--- config.mk ---
export PLATFORM = sky130hd
export DESIGN_NAME = pipe_hazard_ctrl_flat
export DESIGN_NICKNAME = d
export VERILOG_FILES = /design/src/rtl/pipe_ctrl_pkg.sv /design/src/rtl/pipe_hazard_ctrl_if.sv /design/src/rtl/pipe_fwd_unit.sv /design/src/rtl/pipe_hazard_ctrl.sv /design/src/flat_wrapper.sv
export SDC_FILE = /design/constraint.sdc
export NUM_CORES = 1
export LEC_CHECK = 0
export CORE_MARGIN = 2
export CORE_UTILIZATION = 43
export DETAILED_ROUTE_END_ITERATION = 6
export MAX_ROUTING_LAYER = met4
export PLACE_DENSITY = 0.89
export SETUP_SLACK_MARGIN = 0.4
export SYNTH_ARGS = -nofsm -noshare
export SYNTH_HDL_FRONTEND = slang
export SYNTH_SLANG_ARGS = --single-unit
--- constraint.sdc ---
create_clock -name clk -period 3.1 [get_ports clk]
set_input_delay 0.62 -clock clk [delete_from_list [all_inputs] [get_ports clk]]
set_output_delay 0.62 -clock clk [all_outputs]
set_load 0.02 [all_outputs]
--- src/rtl/pipe_ctrl_pkg.sv ---
// Shared types and constants for the pipeline hazard sequencer.
package pipe_ctrl_pkg;

  localparam int unsigned REG_W_DEF = 4;
  localparam int unsigned FWD_W     = 2;
  localparam int unsigned CNT_W     = 8;
  localparam int unsigned BCNT_W    = 2;

  typedef enum logic [1:0] {
    ST_RUN        = 2'd0,
    ST_LOAD_STALL = 2'd1,
    ST_BR_FLUSH   = 2'd2,
    ST_MEM_WAIT   = 2'd3
  } state_t;

  localparam logic [FWD_W-1:0] FWD_RF  = 2'b00;
  localparam logic [FWD_W-1:0] FWD_MEM = 2'b01;
  localparam logic [FWD_W-1:0] FWD_WB  = 2'b10;

endpackage

--- src/rtl/pipe_hazard_ctrl_if.sv ---
// Observation/control bundle between the pipeline registers and the hazard sequencer.
// Perf counter signals exist only when PIPE_PERF_CNT_EN is defined.
interface pipe_hazard_ctrl_if #(
  parameter int unsigned REG_W = pipe_ctrl_pkg::REG_W_DEF
);
  logic [REG_W-1:0] rs1_id, rs2_id, Rg_exe, Rg_mem, Rg_wb;
  logic             use1_id, use2_id;
  logic             we_reg_exe, load_exe, prohib_exe;
  logic             we_reg_mem, prohib_mem, we_reg_wb;
  logic             branch_taken_exe, mem_req_mem, mem_ready;

  logic             en_pc, en_if_id, en_id_exe, en_exe_mem;
  logic             flush_if_id, flush_id_exe, pc_redirect;
  logic [1:0]       fwd_a, fwd_b;
  logic             mem_err;
  logic [1:0]       state_o;
`ifdef PIPE_PERF_CNT_EN
  logic [31:0]      stall_cycles, flush_cycles;
`endif

  // Pipeline side: supplies stage fields, consumes controls.
  modport master (
    output rs1_id, rs2_id, use1_id, use2_id, Rg_exe, we_reg_exe, load_exe, prohib_exe,
           Rg_mem, we_reg_mem, prohib_mem, Rg_wb, we_reg_wb, branch_taken_exe,
           mem_req_mem, mem_ready,
    input  en_pc, en_if_id, en_id_exe, en_exe_mem, flush_if_id, flush_id_exe,
           pc_redirect, fwd_a, fwd_b, mem_err, state_o
`ifdef PIPE_PERF_CNT_EN
    , input stall_cycles, flush_cycles
`endif
  );

  // Sequencer side.
  modport slave (
    input  rs1_id, rs2_id, use1_id, use2_id, Rg_exe, we_reg_exe, load_exe, prohib_exe,
           Rg_mem, we_reg_mem, prohib_mem, Rg_wb, we_reg_wb, branch_taken_exe,
           mem_req_mem, mem_ready,
    output en_pc, en_if_id, en_id_exe, en_exe_mem, flush_if_id, flush_id_exe,
           pc_redirect, fwd_a, fwd_b, mem_err, state_o
`ifdef PIPE_PERF_CNT_EN
    , output stall_cycles, flush_cycles
`endif
  );

endinterface

--- src/rtl/pipe_fwd_unit.sv ---
// Operand forwarding select for one source register; MEM result beats WB data.
module pipe_fwd_unit #(
  parameter int unsigned REG_W = pipe_ctrl_pkg::REG_W_DEF
) (
  input  logic [REG_W-1:0] rs,
  input  logic [REG_W-1:0] Rg_mem,
  input  logic             we_reg_mem,
  input  logic             prohib_mem,
  input  logic [REG_W-1:0] Rg_wb,
  input  logic             we_reg_wb,
  output logic [1:0]       fwd
);

  always_comb begin
    fwd = pipe_ctrl_pkg::FWD_RF;
    if (we_reg_mem && !prohib_mem && (Rg_mem == rs)) begin
      fwd = pipe_ctrl_pkg::FWD_MEM;
    end else if (we_reg_wb && (Rg_wb == rs)) begin
      fwd = pipe_ctrl_pkg::FWD_WB;
    end
  end

endmodule

--- src/rtl/pipe_hazard_ctrl.sv ---
// Pipeline sequencer: stalls, flushes and forwarding for the 5-stage filter core.
// Define PIPE_PERF_CNT_EN to add saturating stall/flush cycle counters.
module pipe_hazard_ctrl
  import pipe_ctrl_pkg::*;
#(
  parameter int unsigned REG_W      = REG_W_DEF,
  parameter int unsigned BR_PENALTY = 1,
  parameter int unsigned MEM_TO     = 15
) (
  input  logic               clk,
  input  logic               rst_n,
  pipe_hazard_ctrl_if.slave  bus
);

  state_t              state, state_n, ret_state, ret_n;
  logic [CNT_W-1:0]    cnt, cnt_n;
  logic [BCNT_W-1:0]   br_cnt, br_cnt_n;
  logic                mem_err, err_n;

  logic mem_hold, lu, br, mem_done;
  logic pc_en, if_id_en, id_exe_en, exe_mem_en;
  logic if_flush, id_flush, redirect;
  logic [1:0] fwd_a_raw, fwd_b_raw;

  assign mem_hold = bus.mem_req_mem & ~bus.prohib_mem & ~bus.mem_ready;
  assign lu = bus.load_exe & bus.we_reg_exe & ~bus.prohib_exe &
              ((bus.use1_id & (bus.rs1_id == bus.Rg_exe)) |
               (bus.use2_id & (bus.rs2_id == bus.Rg_exe)));
  assign br = bus.branch_taken_exe & ~bus.prohib_exe;
  assign mem_done = bus.mem_ready | (cnt == CNT_W'(MEM_TO - 1));

  // Next-state and same-cycle control decode.
  always_comb begin
    pc_en      = 1'b1;
    if_id_en   = 1'b1;
    id_exe_en  = 1'b1;
    exe_mem_en = 1'b1;
    if_flush   = 1'b0;
    id_flush   = 1'b0;
    redirect   = 1'b0;
    state_n    = state;
    ret_n      = ret_state;
    cnt_n      = cnt;
    br_cnt_n   = br_cnt;
    err_n      = mem_err;

    if (state == ST_MEM_WAIT) begin
      if (mem_done) begin
        // Release cycle behaves like the interrupted state; a frozen branch flush still kills IF/ID.
        state_n  = ret_state;
        cnt_n    = '0;
        if_flush = (ret_state == ST_BR_FLUSH);
        if (!bus.mem_ready) err_n = 1'b1;
      end else begin
        pc_en      = 1'b0;
        if_id_en   = 1'b0;
        id_exe_en  = 1'b0;
        exe_mem_en = 1'b0;
        cnt_n      = cnt + CNT_W'(1);
      end
    end else if (mem_hold) begin
      pc_en      = 1'b0;
      if_id_en   = 1'b0;
      id_exe_en  = 1'b0;
      exe_mem_en = 1'b0;
      state_n    = ST_MEM_WAIT;
      ret_n      = state;
      cnt_n      = '0;
    end else begin
      case (state)
        ST_RUN: begin
          if (br) begin
            redirect = 1'b1;
            if_flush = 1'b1;
            id_flush = 1'b1;
            br_cnt_n = BCNT_W'(BR_PENALTY);
            state_n  = (BR_PENALTY == 0) ? ST_RUN : ST_BR_FLUSH;
          end else if (lu) begin
            pc_en    = 1'b0;
            if_id_en = 1'b0;
            id_flush = 1'b1;
            state_n  = ST_LOAD_STALL;
          end
        end
        ST_BR_FLUSH: begin
          if_flush = 1'b1;
          if (br_cnt <= BCNT_W'(1)) begin
            state_n = ST_RUN;
          end else begin
            br_cnt_n = br_cnt - BCNT_W'(1);
          end
        end
        default: state_n = ST_RUN;
      endcase
    end
  end

  always_ff @(posedge clk) begin
    if (!rst_n) begin
      state     <= ST_RUN;
      ret_state <= ST_RUN;
      cnt       <= '0;
      br_cnt    <= '0;
      mem_err   <= 1'b0;
    end else begin
      state     <= state_n;
      ret_state <= ret_n;
      cnt       <= cnt_n;
      br_cnt    <= br_cnt_n;
      mem_err   <= err_n;
    end
  end

  pipe_fwd_unit #(.REG_W(REG_W)) u_fwd_a (
    .rs(bus.rs1_id), .Rg_mem(bus.Rg_mem), .we_reg_mem(bus.we_reg_mem),
    .prohib_mem(bus.prohib_mem), .Rg_wb(bus.Rg_wb), .we_reg_wb(bus.we_reg_wb),
    .fwd(fwd_a_raw)
  );

  pipe_fwd_unit #(.REG_W(REG_W)) u_fwd_b (
    .rs(bus.rs2_id), .Rg_mem(bus.Rg_mem), .we_reg_mem(bus.we_reg_mem),
    .prohib_mem(bus.prohib_mem), .Rg_wb(bus.Rg_wb), .we_reg_wb(bus.we_reg_wb),
    .fwd(fwd_b_raw)
  );

  // Reset forces a safe, all-bubble control pattern.
  assign bus.en_pc        = rst_n & pc_en;
  assign bus.en_if_id     = rst_n & if_id_en;
  assign bus.en_id_exe    = rst_n & id_exe_en;
  assign bus.en_exe_mem   = rst_n & exe_mem_en;
  assign bus.flush_if_id  = ~rst_n | if_flush;
  assign bus.flush_id_exe = ~rst_n | id_flush;
  assign bus.pc_redirect  = rst_n & redirect;
  assign bus.fwd_a        = rst_n ? fwd_a_raw : FWD_RF;
  assign bus.fwd_b        = rst_n ? fwd_b_raw : FWD_RF;
  assign bus.mem_err      = mem_err;
  assign bus.state_o      = state;

`ifdef PIPE_PERF_CNT_EN
  logic [31:0] stall_q, flush_q;
  logic        stall_now;

  assign stall_now = ~(pc_en & if_id_en & id_exe_en & exe_mem_en);

  always_ff @(posedge clk) begin
    if (!rst_n) begin
      stall_q <= '0;
      flush_q <= '0;
    end else begin
      if (stall_now && (stall_q != '1)) stall_q <= stall_q + 32'd1;
      if (if_flush && (flush_q != '1)) flush_q <= flush_q + 32'd1;
    end
  end

  assign bus.stall_cycles = stall_q;
  assign bus.flush_cycles = flush_q;
`endif

endmodule

--- src/flat_wrapper.sv ---
// flat-port wrapper written by rule: the top's interface ports become plain ports
module pipe_hazard_ctrl_flat import pipe_ctrl_pkg::*;
#(
  parameter int unsigned REG_W      = REG_W_DEF,
  parameter int unsigned BR_PENALTY = 1,
  parameter int unsigned MEM_TO     = 15
)
  (clk, rst_n, bus_rs1_id, bus_rs2_id, bus_use1_id, bus_use2_id, bus_Rg_exe, bus_we_reg_exe, bus_load_exe, bus_prohib_exe, bus_Rg_mem, bus_we_reg_mem, bus_prohib_mem, bus_Rg_wb, bus_we_reg_wb, bus_branch_taken_exe, bus_mem_req_mem, bus_mem_ready, bus_en_pc, bus_en_if_id, bus_en_id_exe, bus_en_exe_mem, bus_flush_if_id, bus_flush_id_exe, bus_pc_redirect, bus_fwd_a, bus_fwd_b, bus_mem_err, bus_state_o);
  pipe_hazard_ctrl_if #(.REG_W(REG_W)) bus_i ();
  input  logic clk;
  input  logic rst_n;
  input wire logic [$bits(bus_i.rs1_id)-1:0] bus_rs1_id;
  input wire logic [$bits(bus_i.rs2_id)-1:0] bus_rs2_id;
  input wire logic [$bits(bus_i.use1_id)-1:0] bus_use1_id;
  input wire logic [$bits(bus_i.use2_id)-1:0] bus_use2_id;
  input wire logic [$bits(bus_i.Rg_exe)-1:0] bus_Rg_exe;
  input wire logic [$bits(bus_i.we_reg_exe)-1:0] bus_we_reg_exe;
  input wire logic [$bits(bus_i.load_exe)-1:0] bus_load_exe;
  input wire logic [$bits(bus_i.prohib_exe)-1:0] bus_prohib_exe;
  input wire logic [$bits(bus_i.Rg_mem)-1:0] bus_Rg_mem;
  input wire logic [$bits(bus_i.we_reg_mem)-1:0] bus_we_reg_mem;
  input wire logic [$bits(bus_i.prohib_mem)-1:0] bus_prohib_mem;
  input wire logic [$bits(bus_i.Rg_wb)-1:0] bus_Rg_wb;
  input wire logic [$bits(bus_i.we_reg_wb)-1:0] bus_we_reg_wb;
  input wire logic [$bits(bus_i.branch_taken_exe)-1:0] bus_branch_taken_exe;
  input wire logic [$bits(bus_i.mem_req_mem)-1:0] bus_mem_req_mem;
  input wire logic [$bits(bus_i.mem_ready)-1:0] bus_mem_ready;
  output wire logic [$bits(bus_i.en_pc)-1:0] bus_en_pc;
  output wire logic [$bits(bus_i.en_if_id)-1:0] bus_en_if_id;
  output wire logic [$bits(bus_i.en_id_exe)-1:0] bus_en_id_exe;
  output wire logic [$bits(bus_i.en_exe_mem)-1:0] bus_en_exe_mem;
  output wire logic [$bits(bus_i.flush_if_id)-1:0] bus_flush_if_id;
  output wire logic [$bits(bus_i.flush_id_exe)-1:0] bus_flush_id_exe;
  output wire logic [$bits(bus_i.pc_redirect)-1:0] bus_pc_redirect;
  output wire logic [$bits(bus_i.fwd_a)-1:0] bus_fwd_a;
  output wire logic [$bits(bus_i.fwd_b)-1:0] bus_fwd_b;
  output wire logic [$bits(bus_i.mem_err)-1:0] bus_mem_err;
  output wire logic [$bits(bus_i.state_o)-1:0] bus_state_o;
  assign bus_i.rs1_id = bus_rs1_id;
  assign bus_i.rs2_id = bus_rs2_id;
  assign bus_i.use1_id = bus_use1_id;
  assign bus_i.use2_id = bus_use2_id;
  assign bus_i.Rg_exe = bus_Rg_exe;
  assign bus_i.we_reg_exe = bus_we_reg_exe;
  assign bus_i.load_exe = bus_load_exe;
  assign bus_i.prohib_exe = bus_prohib_exe;
  assign bus_i.Rg_mem = bus_Rg_mem;
  assign bus_i.we_reg_mem = bus_we_reg_mem;
  assign bus_i.prohib_mem = bus_prohib_mem;
  assign bus_i.Rg_wb = bus_Rg_wb;
  assign bus_i.we_reg_wb = bus_we_reg_wb;
  assign bus_i.branch_taken_exe = bus_branch_taken_exe;
  assign bus_i.mem_req_mem = bus_mem_req_mem;
  assign bus_i.mem_ready = bus_mem_ready;
  assign bus_en_pc = bus_i.en_pc;
  assign bus_en_if_id = bus_i.en_if_id;
  assign bus_en_id_exe = bus_i.en_id_exe;
  assign bus_en_exe_mem = bus_i.en_exe_mem;
  assign bus_flush_if_id = bus_i.flush_if_id;
  assign bus_flush_id_exe = bus_i.flush_id_exe;
  assign bus_pc_redirect = bus_i.pc_redirect;
  assign bus_fwd_a = bus_i.fwd_a;
  assign bus_fwd_b = bus_i.fwd_b;
  assign bus_mem_err = bus_i.mem_err;
  assign bus_state_o = bus_i.state_o;
  pipe_hazard_ctrl #(.REG_W(REG_W), .BR_PENALTY(BR_PENALTY), .MEM_TO(MEM_TO)) u_core (.clk(clk), .rst_n(rst_n), .bus(bus_i));
endmodule
==> results.tsv, run 1 <==
stage	metric	value	unit
timing	Fin. Hold Viols	0	
cells_and_area	area grow syn2layout	49.2	%
yosys	syn nets	194	
yosys	Post-Syn Instances	158	
hold_path	hold endpoint	u_core.br_cnt[1]	
clock_tree	CTS Sinks	15	
hold_path	min-delay src	u_core.br_cnt[1]	
drt	Final ANT Viol Nets	0	
critical_path	R2R cell count	8	
timing	Final WS setup	0.370	ns
drt	initial DRC count	36	
yosys	Synth async-reset ratio	0	
cells_and_area	nets@finish	254	
power_and_ir_drop	Lkg Pwr	0.737	nW
yosys	count leader, synth	nor2_1	
cells_and_area	ANT cells	0	
die	core area	2710	sq um
critical_path	Reg-to-Reg Start	u_core.cnt[0]	
critical_path	register-to-register setup slack	1.37	ns
critical_path	crit path max fanout	5	
timing	clock skew	0.00865	ns
critical_path	Worst EP arrival	2.11	ns
hold_path	hold crit path type	register to register	
global_route	first-pass GRT wire length	5340	um
die	Ports	47	
placed_design	Area after DPL	1780	sq um
yosys	syn_area_per_cell	7.69	sq um
clock_tree	CTS root buf	clkbuf_4	
yosys	Yosys top cell area share	0.247	
die	Die Wd	57.2	um
clock_tree	CTS Buffer Depth	2	
placed_design	routability cong.	0.885	
clock_tree	CTS clk-pin slew, worst paths	0.10	ns
global_route	number of global-route vias before repair	1284	
clock_tree	CTS tree	built	
drt	First-pass DRT Iterations	4	
die	die height	57.2	um
cells_and_area	finished layout cell area	1810	sq um
clock_tree	CTS Buf Count	3	
power_and_ir_drop	power density over the cells	290	nW/um^2
placed_design	hpwl dp	2670	um
yosys	top cells by count, synth	nor2_1, dfxtp_1, nand3_1	
drt	DRC	0	
critical_path	Worst R2R End	u_core.bus.state_o[0]	
critical_path	Worst setup SP type	input port	
global_route	GRT Overall Usage	0.213	
power_and_ir_drop	Power, Total	0.527	mW
clock_tree	H-tree Lvls	1	
die	full die area	3270	sq um
critical_path	Crit. End Element	output port	
timing	RSZ-0062 raised after global routing	no	
yosys	Seq/Total Area, Yosys	0.247	
drt	final wirelength	3370	um
die	Starting Density	0.448	
drt	Vias	1378	
cells_and_area	number of fill cells	231	
global_route	initial antenna violation count	0	
clock_tree	Worst-Skew Late Latency	0.29	ns
drt	vias per cell	5.56	
cells_and_area	Multi-input gate area	896	sq um
power_and_ir_drop	Max VDD drop	0.184	mV
drt	Avg WL per Cell	13.6	um
yosys	Synth cell types	35	
timing	final setup TNS	0	ns
timing	Slew Limit Fails	0	
run_status	outcome	finished, final reports clean	
yosys	Synth area leaders	dfxtp_1, xnor2_1, xor2_1	
placed_design	Port Buffers	46	
global_route	pin count of the biggest net entering global routing	14	
timing	Worst Tran Pin Value	0.443	ns
cells_and_area	Register Area	302	sq um
placed_design	worst slack, placed	-0.173	ns
timing	crit share post-route	0.881	
die	# rows	19	
flow_run	max_cap viols	0	
critical_path	CP startpoint	bus_mem_req_mem	
yosys	Syn. warnings	0	
yosys	Post-Synthesis Cell Area	1210	sq um
hold_path	hold depth	2	
yosys	Seq cells post-synth	15	
yosys	post-synth top area cell	dfxtp_1	
clock_tree	hold buffer count at CTS	0	
timing	final setup fails	0	
timing	relative slew slack	0.702	
timing	Peak Freq	0.366	GHz
cells_and_area	layout cells sized above 1	0.217	
yosys	Main synth FF type	dfxtp_1	
global_route	total gr overflow	0	
timing	fin crit period	2.73	ns
critical_path	required time worst endpoint	2.48	ns
critical_path	WS Path Type	input port to output port	
yosys	Post-synth EDFFs	0	
-- kinds of logic after synthesis --
logic type,synth area share
fa+ha+maj,0.0309
mux,0.00824
simple gates,0.331
flops,0.247
compound gates,0.163
xor+xnor,0.173
buf+inv,0.0474
-- flip-flops by register name (all words and copies together), names as in the netlist --
name                cells
u_core.bus.state_o      2
u_core.cnt              8
u_core.br_cnt           2
u_core.ret_state        2
u_core.bus.mem_err      1
-- stage by stage --
stage / cells / util / hold WS, ns
floorplan: 158 / - / 0.448
global placement: 243 / 0.657 / 0.451
detailed placement: 243 / 0.657 / 0.482
CTS: 248 / 0.666 / 0.497
global route: 248 / 0.669 / 0.521
finish: 248 / 0.669 / 0.500
-- cell usage in the layout, fill, tap and decap left out, types with 6 or more instances in the layout --
cell	synthesis	final
buf_6	1	6
nor3_1	9	8
xor2_1	12	12
dfxtp_1	15	14
clkdlybuf4s50_1	0	19
a21oi_1	9	9
buf_4	3	15
nor2_1	16	15
xnor2_1	12	12
clkbuf_2	0	11
nand3_1	13	13
nand2_1	9	9
-- power by group --
group          internal [mW]  switching [mW]  total, mW
sequential             0.200          0.0149      0.215
clock                 0.0480          0.0684      0.116
combinational          0.102          0.0935      0.195
total                  0.350           0.177      0.527
-- routing by layer --
metal	global-route usage	routed length [um]	up-vias
met5	-	0	-
met4	0.0598	40	0
met3	0.0408	258	4
met2	0.391	1740	53
met1	0.233	1330	636
li1	-	-	685
-- area by class of cell --
type,count,area share
flip-flops and latches,15,0.166
clock buffers,3,0.0124
clock inverters,1,0.00276
repair buffers,62,0.297
well taps,31,0.0214
multi-input cells,133,0.494
inverters,3,0.00621
-- critical path, cell delays in order --
cell and delay (ns):
clkdlybuf4s50_1 0.41, nor3b_2 0.15, buf_4 0.15, nor3_2 0.19, a2bb2oi_1 0.25, clkdlybuf4s15_1 0.33
-- worst max-delay path by stage --
stage / cells past startpoint / to
3_3_place_gp: 7 / bus_en_pc
3_5_place_dp: 7 / bus_en_pc
2_1_floorplan: 6 / bus_en_pc
5_1_grt: 6 / bus_flush_id_exe
4_1_cts: 8 / bus_en_pc
6_report: 6 / bus_flush_id_exe
-- repair_timing --
| action | in CTS | in global routing |
|---|---|---|
| buffers inserted | 1 | 0 |
| pin swaps | 5 | 13 |
| cloned | 0 | 0 |
| endpoints found under the setup margin | 11 | 8 |
| gates resized for setup | 46 | 43 |
Power figures use the tool's default switching activity.
==> run 2, diff against run 1 <==
--- a/config.mk
+++ b/config.mk
@@ -8,8 +8,9 @@
 export CORE_MARGIN = 2
 export CORE_UTILIZATION = 43
 export DETAILED_ROUTE_END_ITERATION = 6
+export DONT_BUFFER_PORTS = 1
 export MAX_ROUTING_LAYER = met4
-export PLACE_DENSITY = 0.89
+export PLACE_DENSITY = 0.68
 export SETUP_SLACK_MARGIN = 0.4
 export SYNTH_ARGS = -nofsm -noshare
 export SYNTH_HDL_FRONTEND = slang
==> run 2 against run 1 <==
  * Fmax grew 7.0%
  * Clock skew about the same
  * Combinational power shrank 45%
  * Non-clock buffer count is 55 lower
  * Cell count fell by 22%
  * Flip-flop and latch count stayed put
  * Largest cell class unchanged
  * Largest power group unchanged
==> results.tsv, run 2 (same netlist as run 1, synthesis figures left out) <==
stage	metric	value	unit	change
timing	Peak Freq	0.392	GHz	was 0.366 GHz
critical_path	Crit. End Element	output port		unchanged
clock_tree	CTS root buf	clkbuf_4		unchanged
power_and_ir_drop	Power, Total	0.444	mW	was 0.527 mW
power_and_ir_drop	Lkg Pwr	0.464	nW	was 0.737 nW
timing	RSZ-0062 raised after global routing	no		unchanged
placed_design	Port Buffers	0		was 46
critical_path	Worst R2R End	u_core.bus.state_o[0]		unchanged
critical_path	CP max stage cell	dfxtp_1		was clkdlybuf4s50_1
timing	Worst Tran Pin Value	0.527	ns	was 0.443 ns
global_route	number of global-route vias before repair	1166		was 1,284
critical_path	CP startpoint	u_core.bus.state_o[1]		was bus_mem_req_mem
cells_and_area	area grow syn2layout	6.80	%	was 49.2%
cells_and_area	most frequent cells in the layout	nor2_1, dfxtp_1, nand3_1		was clkdlybuf4s50_1, nor2_1, buf_4
timing	Slew Limit Fails	0		unchanged
placed_design	Area after DPL	1240	sq um	was 1780 sq um
timing	final setup TNS	0	ns	unchanged
drt	Avg WL per Cell	16.2	um	was 13.6 um
critical_path	R2R cell count	6		was 8
cells_and_area	most common library cell in the layout ignoring fill and taps	nor2_1		was clkdlybuf4s50_1
run_status	outcome	finished, final reports clean		unchanged
clock_tree	Worst-Skew Late Latency	0.30	ns	was 0.29 ns
critical_path	max incr delay on CP	0.66	ns	was 0.41 ns
clock_tree	CTS tree	built		unchanged
critical_path	Worst EP arrival	1.93	ns	was 2.11 ns
timing	Fin. Hold Viols	0		unchanged
placed_design	routability cong.	0.865		was 0.885
die	die height	57.2	um	unchanged
die	Die Wd	57.2	um	unchanged
cells_and_area	layout cells sized above 1	0.0988		was 0.217
cells_and_area	Largest Register	u_core.cnt		unchanged
timing	fin crit period	2.55	ns	was 2.73 ns
global_route	first-pass GRT wire length	5110	um	was 5340 um
critical_path	cell mode on critical path	nand2_1		
critical_path	register-to-register setup slack	1.23	ns	was 1.37 ns
drt	final wirelength	3130	um	was 3370 um
drt	initial DRC count	41		was 36
critical_path	crit path max fanout	11		was 5
cells_and_area	number of fill cells	265		was 231
die	Ports	47		unchanged
timing	clock skew	0.00885	ns	was 0.00865 ns
global_route	initial antenna violation count	0		unchanged
drt	Vias	1172		was 1,378
clock_tree	CTS Buffer Depth	2		unchanged
drt	First-pass DRT Iterations	4		unchanged
clock_tree	H-tree Lvls	1		unchanged
die	# rows	19		unchanged
die	Starting Density	0.448		unchanged
clock_tree	CTS Sinks	15		unchanged
critical_path	crit path to	bus_en_if_id		was bus_flush_id_exe
drt	DRC	0		unchanged
cells_and_area	max reg flops	8		unchanged
cells_and_area	ANT cells	0		unchanged
critical_path	WS Path Type	register to output port		was input port to output port
timing	crit share post-route	0.823		was 0.881
global_route	pin count of the biggest net entering global routing	17		was 14
clock_tree	CTS Buf Count	3		unchanged
clock_tree	CTS clk-pin slew, worst paths	0.10	ns	about the same
flow_run	max_cap viols	0		unchanged
cells_and_area	finished layout cell area	1300	sq um	was 1810 sq um
hold_path	hold crit path type	input port to register		was register to register
global_route	GRT Overall Usage	0.203		was 0.213
placed_design	hpwl dp	2520	um	was 2670 um
global_route	total gr overflow	0		unchanged
power_and_ir_drop	Max VDD drop	0.207	mV	was 0.184 mV
die	core area	2710	sq um	unchanged
die	full die area	3270	sq um	unchanged
critical_path	Reg-to-Reg Start	u_core.bus.state_o[1]		was u_core.cnt[0]
critical_path	CP Cell Sequence	nand2_1 -> nand2_1 -> and3_4 -> o31a_4		was clkdlybuf4s50_1 -> nor3b_2 -> buf_4 -> nor3_2 -> a2bb2oi_1 -> clkdlybuf4s15_1
critical_path	required time worst endpoint	2.48	ns	about the same
cells_and_area	nets@finish	199		was 254
timing	relative slew slack	0.649		was 0.702
drt	Final ANT Viol Nets	0		unchanged
drt	vias per cell	6.07		was 5.56
power_and_ir_drop	power density over the cells	342	nW/um^2	was 290 nW/um^2
timing	final setup fails	0		unchanged
critical_path	Worst setup SP type	register		was input port
==> run 2: cell count changes in the layout (fill, tap and decap cells not counted), moves of 2 or more <==
| cell | before | now |
|---|---|---|
| clkdlybuf4s15_1 | 2 | 0 |
| buf_4 | 15 | 7 |
| buf_6 | 6 | 0 |
| dlygate4sd2_1 | 5 | 0 |
| dlymetal6s2s_1 | 3 | 0 |
| clkdlybuf4s50_1 | 19 | 0 |
| clkbuf_2 | 11 | 0 |
==> run 2: worst min path at each step <==
stage | startpoint | to | slack [ns] | depth (start not counted)
floorplan | u_core.cnt[7] | u_core.cnt[7] | 0.45 | 1
global placement | u_core.br_cnt[1] | u_core.br_cnt[1] | 0.47 | 2
detailed placement | u_core.br_cnt[1] | u_core.br_cnt[1] | 0.48 | 2
CTS | rst_n | u_core.bus.state_o[0] | 0.43 | 2
global route | rst_n | u_core.cnt[1] | 0.44 | 1
finish | rst_n | u_core.bus.state_o[0] | 0.42 | 2
==> run 2: what timing repair did <==
| action | 4_1_cts | 5_1_grt |
|---|---|---|
| resized for setup | 2 | 1 |
| pin swaps | 1 | 1 |
| setup buffers | 0 | 2 |
| setup endpoints to repair | 2 | 2 |
| hold buffers | 0 | 0 |
==> run 2: worst max-delay path: cells and delay by family (launching register included) <==
family | cells | cell delay, ns
AND/OR/NAND/NOR | 3 | 0.72
AO/OA/AOI/OAI | 1 | 0.26
flip-flops | 1 | 0.66
==> run 2: where the power goes <==
part | leakage (nW) | switching (mW) | internal, mW
clock network | 0.0177 | 0.0689 | 0.0482
logic | 0.325 | 0.0591 | 0.0482
registers | 0.122 | 0.0191 | 0.200
==> run 2: per-stage QoR <==
step / setup slack, ns / instances / utilization / hold WS [ns]
after floorplan: 0.705 / 158 / - / 0.448
after global placement: 0.617 / 187 / 0.459 / 0.467
after detailed placement: 0.576 / 187 / 0.459 / 0.478
after CTS: 0.437 / 191 / 0.473 / 0.429
after global routing: 0.436 / 193 / 0.479 / 0.436
final: 0.547 / 193 / 0.479 / 0.425
==> run 2: per-layer routing <==
metal / routed length (um) / vias up / track usage
met5: 0 / - / -
met4: 70 / 0 / 0.0997
met3: 241 / 5 / 0.0385
met2: 1600 / 55 / 0.368
met1: 1220 / 536 / 0.209
li1: - / 576 / -
==> run 2: cell type report <==
class | instances | area [sq um] | area share
well taps | 31 | 38.8 | 0.0299
multi-input cells | 133 | 866 | 0.667
clock inverters | 1 | 5.00 | 0.00386
flip-flops and latches | 15 | 302 | 0.232
inverters | 3 | 11.3 | 0.00868
clock buffers | 3 | 22.5 | 0.0174
repair buffers | 7 | 52.6 | 0.0405
==> run 3, diff against run 2 <==
--- a/config.mk
+++ b/config.mk
@@ -10,7 +10,7 @@
 export DETAILED_ROUTE_END_ITERATION = 6
 export DONT_BUFFER_PORTS = 1
 export MAX_ROUTING_LAYER = met4
-export PLACE_DENSITY = 0.68
+export PLACE_DENSITY = 0.7
 export SETUP_SLACK_MARGIN = 0.4
 export SYNTH_ARGS = -nofsm -noshare
 export SYNTH_HDL_FRONTEND = slang
==> constraint.sdc (replaced) <==
create_clock -name clk -period 2.06 [get_ports clk]
set_input_delay 0.412 -clock clk [delete_from_list [all_inputs] [get_ports clk]]
set_output_delay 0.412 -clock clk [all_outputs]
set_load 0.02 [all_outputs]
==> run 3 against run 2 <==
  * The run now ends with negative setup slack left
  * Flip-flop and latch count is the same
  * Critical path depth grew 1
  * Sequential power grew 47%
  * Combinational power grew 130%
  * Largest power group unchanged
  * Non-clock buffer count grew 17
  * Count of clock-buffer cells in the layout grew 1
  * Global-route usage shrank 0.98 points
==> results.tsv, run 3 (same netlist as run 1, synthesis figures left out) <==
stage	metric	value	unit	change
die	# rows	19		unchanged
timing	crit share post-route	1.04		
critical_path	WS Path Type	register to output port		unchanged
power_and_ir_drop	Power, Total	0.743	mW	was 0.444 mW
global_route	first-pass GRT wire length	4980	um	was 5110 um
clock_tree	CTS Buffer Depth	2		unchanged
drt	First-pass DRT Iterations	4		unchanged
global_route	number of global-route vias before repair	1205		was 1,166
critical_path	critical path's top delay family	simple AND/OR/NAND/NOR gates		unchanged
timing	Fin. Hold Viols	0		unchanged
cells_and_area	most frequent cells in the layout	buf_4, nor2_1, xnor2_1, nand3_1, xor2_1		was nor2_1, dfxtp_1, nand3_1
power_and_ir_drop	power density over the cells	466	nW/um^2	was 342 nW/um^2
global_route	GR Layer Usage met1	0.224		was 0.209
cells_and_area	ANT cells	0		unchanged
clock_tree	CTS clk-pin slew, worst paths	0.10	ns	about the same
timing	Final WS setup	-0.0794	ns	was 0.547 ns
clock_tree	CTS Sinks	15		unchanged
critical_path	CP Cell Sequence	or3_4 -> o21ai_4 -> and3_4 -> o31a_1 -> buf_12		was nand2_1 -> nand2_1 -> and3_4 -> o31a_4
drt	Vias	1240		was 1,172
critical_path	Buffers & Inverters on Critical Path	1		was 0
global_route	initial antenna violation count	0		unchanged
run_status	outcome	finished, violations left		was finished, final reports clean
global_route	total gr overflow	0		unchanged
timing	fin crit period	2.14	ns	
placed_design	Port Buffers	0		unchanged
drt	vias per cell	5.90		was 6.07
flow_run	max_cap viols	0		unchanged
clock_tree	CTS tree	built		unchanged
placed_design	routability cong.	0.840		was 0.865
run_status	failing checks	negative setup slack		
placed_design	hpwl dp	2420	um	was 2520 um
drt	Final ANT Viol Nets	0		unchanged
timing	relative slew slack	0.650		was 0.649
timing	Slew Limit Fails	0		unchanged
global_route	met2 usage	0.343		was 0.368
cells_and_area	nets@finish	216		was 199
critical_path	Worst EP arrival	1.73	ns	was 1.93 ns
die	Ports	47		unchanged
cells_and_area	Core Util, Final	0.589		was 0.479
clock_tree	CTS Buf Count	3		unchanged
drt	initial DRC count	54		was 41
timing	Worst Tran Pin Value	0.524	ns	was 0.527 ns
global_route	GRT Overall Usage	0.194		was 0.203
timing	final setup TNS	-0.158	ns	was 0 ns
critical_path	Crit. End Element	output port		unchanged
critical_path	max incr delay on CP	0.41	ns	was 0.66 ns
die	core area	2710	sq um	unchanged
die	full die area	3270	sq um	unchanged
timing	final setup fails	2		was 0
timing	Peak Freq	0.467	GHz	
global_route	pin count of the biggest net entering global routing	14		was 17
critical_path	crit path max fanout	5		was 11
clock_tree	Worst-Skew Late Latency	0.28	ns	was 0.30 ns
critical_path	required time worst endpoint	1.65	ns	was 2.48 ns
die	Starting Density	0.448		unchanged
cells_and_area	max reg flops	8		unchanged
global_route	global route hottest layer	met2		unchanged
timing	RSZ-0062 raised after global routing	yes		was no
timing	clock skew	0.00151	ns	was 0.00885 ns
drt	final wirelength	3340	um	was 3130 um
power_and_ir_drop	Lkg Pwr	0.590	nW	was 0.464 nW
timing	worst hold slack	0.240	ns	was 0.425 ns
global_route	met3 usage	0.0454		was 0.0385
drt	DRC	0		unchanged
cells_and_area	area grow syn2layout	31.4	%	was 6.80%
drt	Avg WL per Cell	15.9	um	was 16.2 um
cells_and_area	most common library cell in the layout ignoring fill and taps	buf_4		was nor2_1
power_and_ir_drop	Max VDD drop	0.414	mV	was 0.207 mV
critical_path	CP max stage cell	or3_4		was dfxtp_1
critical_path	Worst setup SP type	register		unchanged
clock_tree	H-tree Lvls	1		unchanged
cells_and_area	layout cells sized above 1	0.313		was 0.0988
die	die height	57.2	um	unchanged
hold_path	hold crit path type	input port to register		unchanged
clock_tree	CTS root buf	clkbuf_4		unchanged
die	Die Wd	57.2	um	unchanged
cells_and_area	Largest Register	u_core.cnt		unchanged
[run 3: cell types whose count changed in the layout (fill, tap and decap cells not counted), moves of 3 or more]
cell and delta:
buf_4 +12, dfxtp_4 +3, buf_8 +3, nor4_1 -5
nor3_1 -3, dfxtp_1 -5, nor4_2 +5
[run 3: area by class of cell]
type	instances	area, sq um
Clock buffer	4	26.3
Tap cell	31	38.8
Inverter	3	11.3
Timing Repair Buffer	24	213
Fill cell	223	1110
Sequential cell	15	315
Multi-Input combinational cell	133	992
[run 3: per-stage QoR]
step           setup slack (ns)  cells  area, sq um
6_report                -0.0794    210         1600
5_1_grt                  -0.154    210         1600
4_1_cts                 -0.0898    202         1490
3_5_place_dp             0.0634    193         1340
3_3_place_gp              0.109    193         1340
2_1_floorplan           -0.0439    158         1250
[run 3: final timing paths]
kind                                    start                    end  slack (ns)  cells after the start
worst max-delay path            u_core.cnt[6]              bus_en_pc       -0.08                      5
worst max register to register  u_core.cnt[6]  u_core.bus.state_o[0]        0.38                      7
worst min register to register  u_core.cnt[7]          u_core.cnt[7]        0.47                      1
worst min-delay path                    rst_n  u_core.bus.state_o[1]        0.24                      1
[run 3: report_power, final]
part / switching (mW) / internal, mW / total, mW
logic: 0.124 / 0.124 / 0.247
registers: 0.0209 / 0.302 / 0.322
clock network: 0.0987 / 0.0750 / 0.174
total: 0.243 / 0.500 / 0.743
[run 3: routing by layer]
metal | part of all wire | vias up
li1 | - | 605
met1 | 0.41 | 574
met2 | 0.50 | 55
met3 | 0.077 | 6
met4 | 0.014 | 0
met5 | 0 | -
[run 3: repair_timing]
action / CTS / global route
setup endpoints to repair: 9 / 13
gates resized for setup: 21 / 14
hold buffers: 0 / 0
setup buffers: 5 / 8
pin swaps: 9 / 14
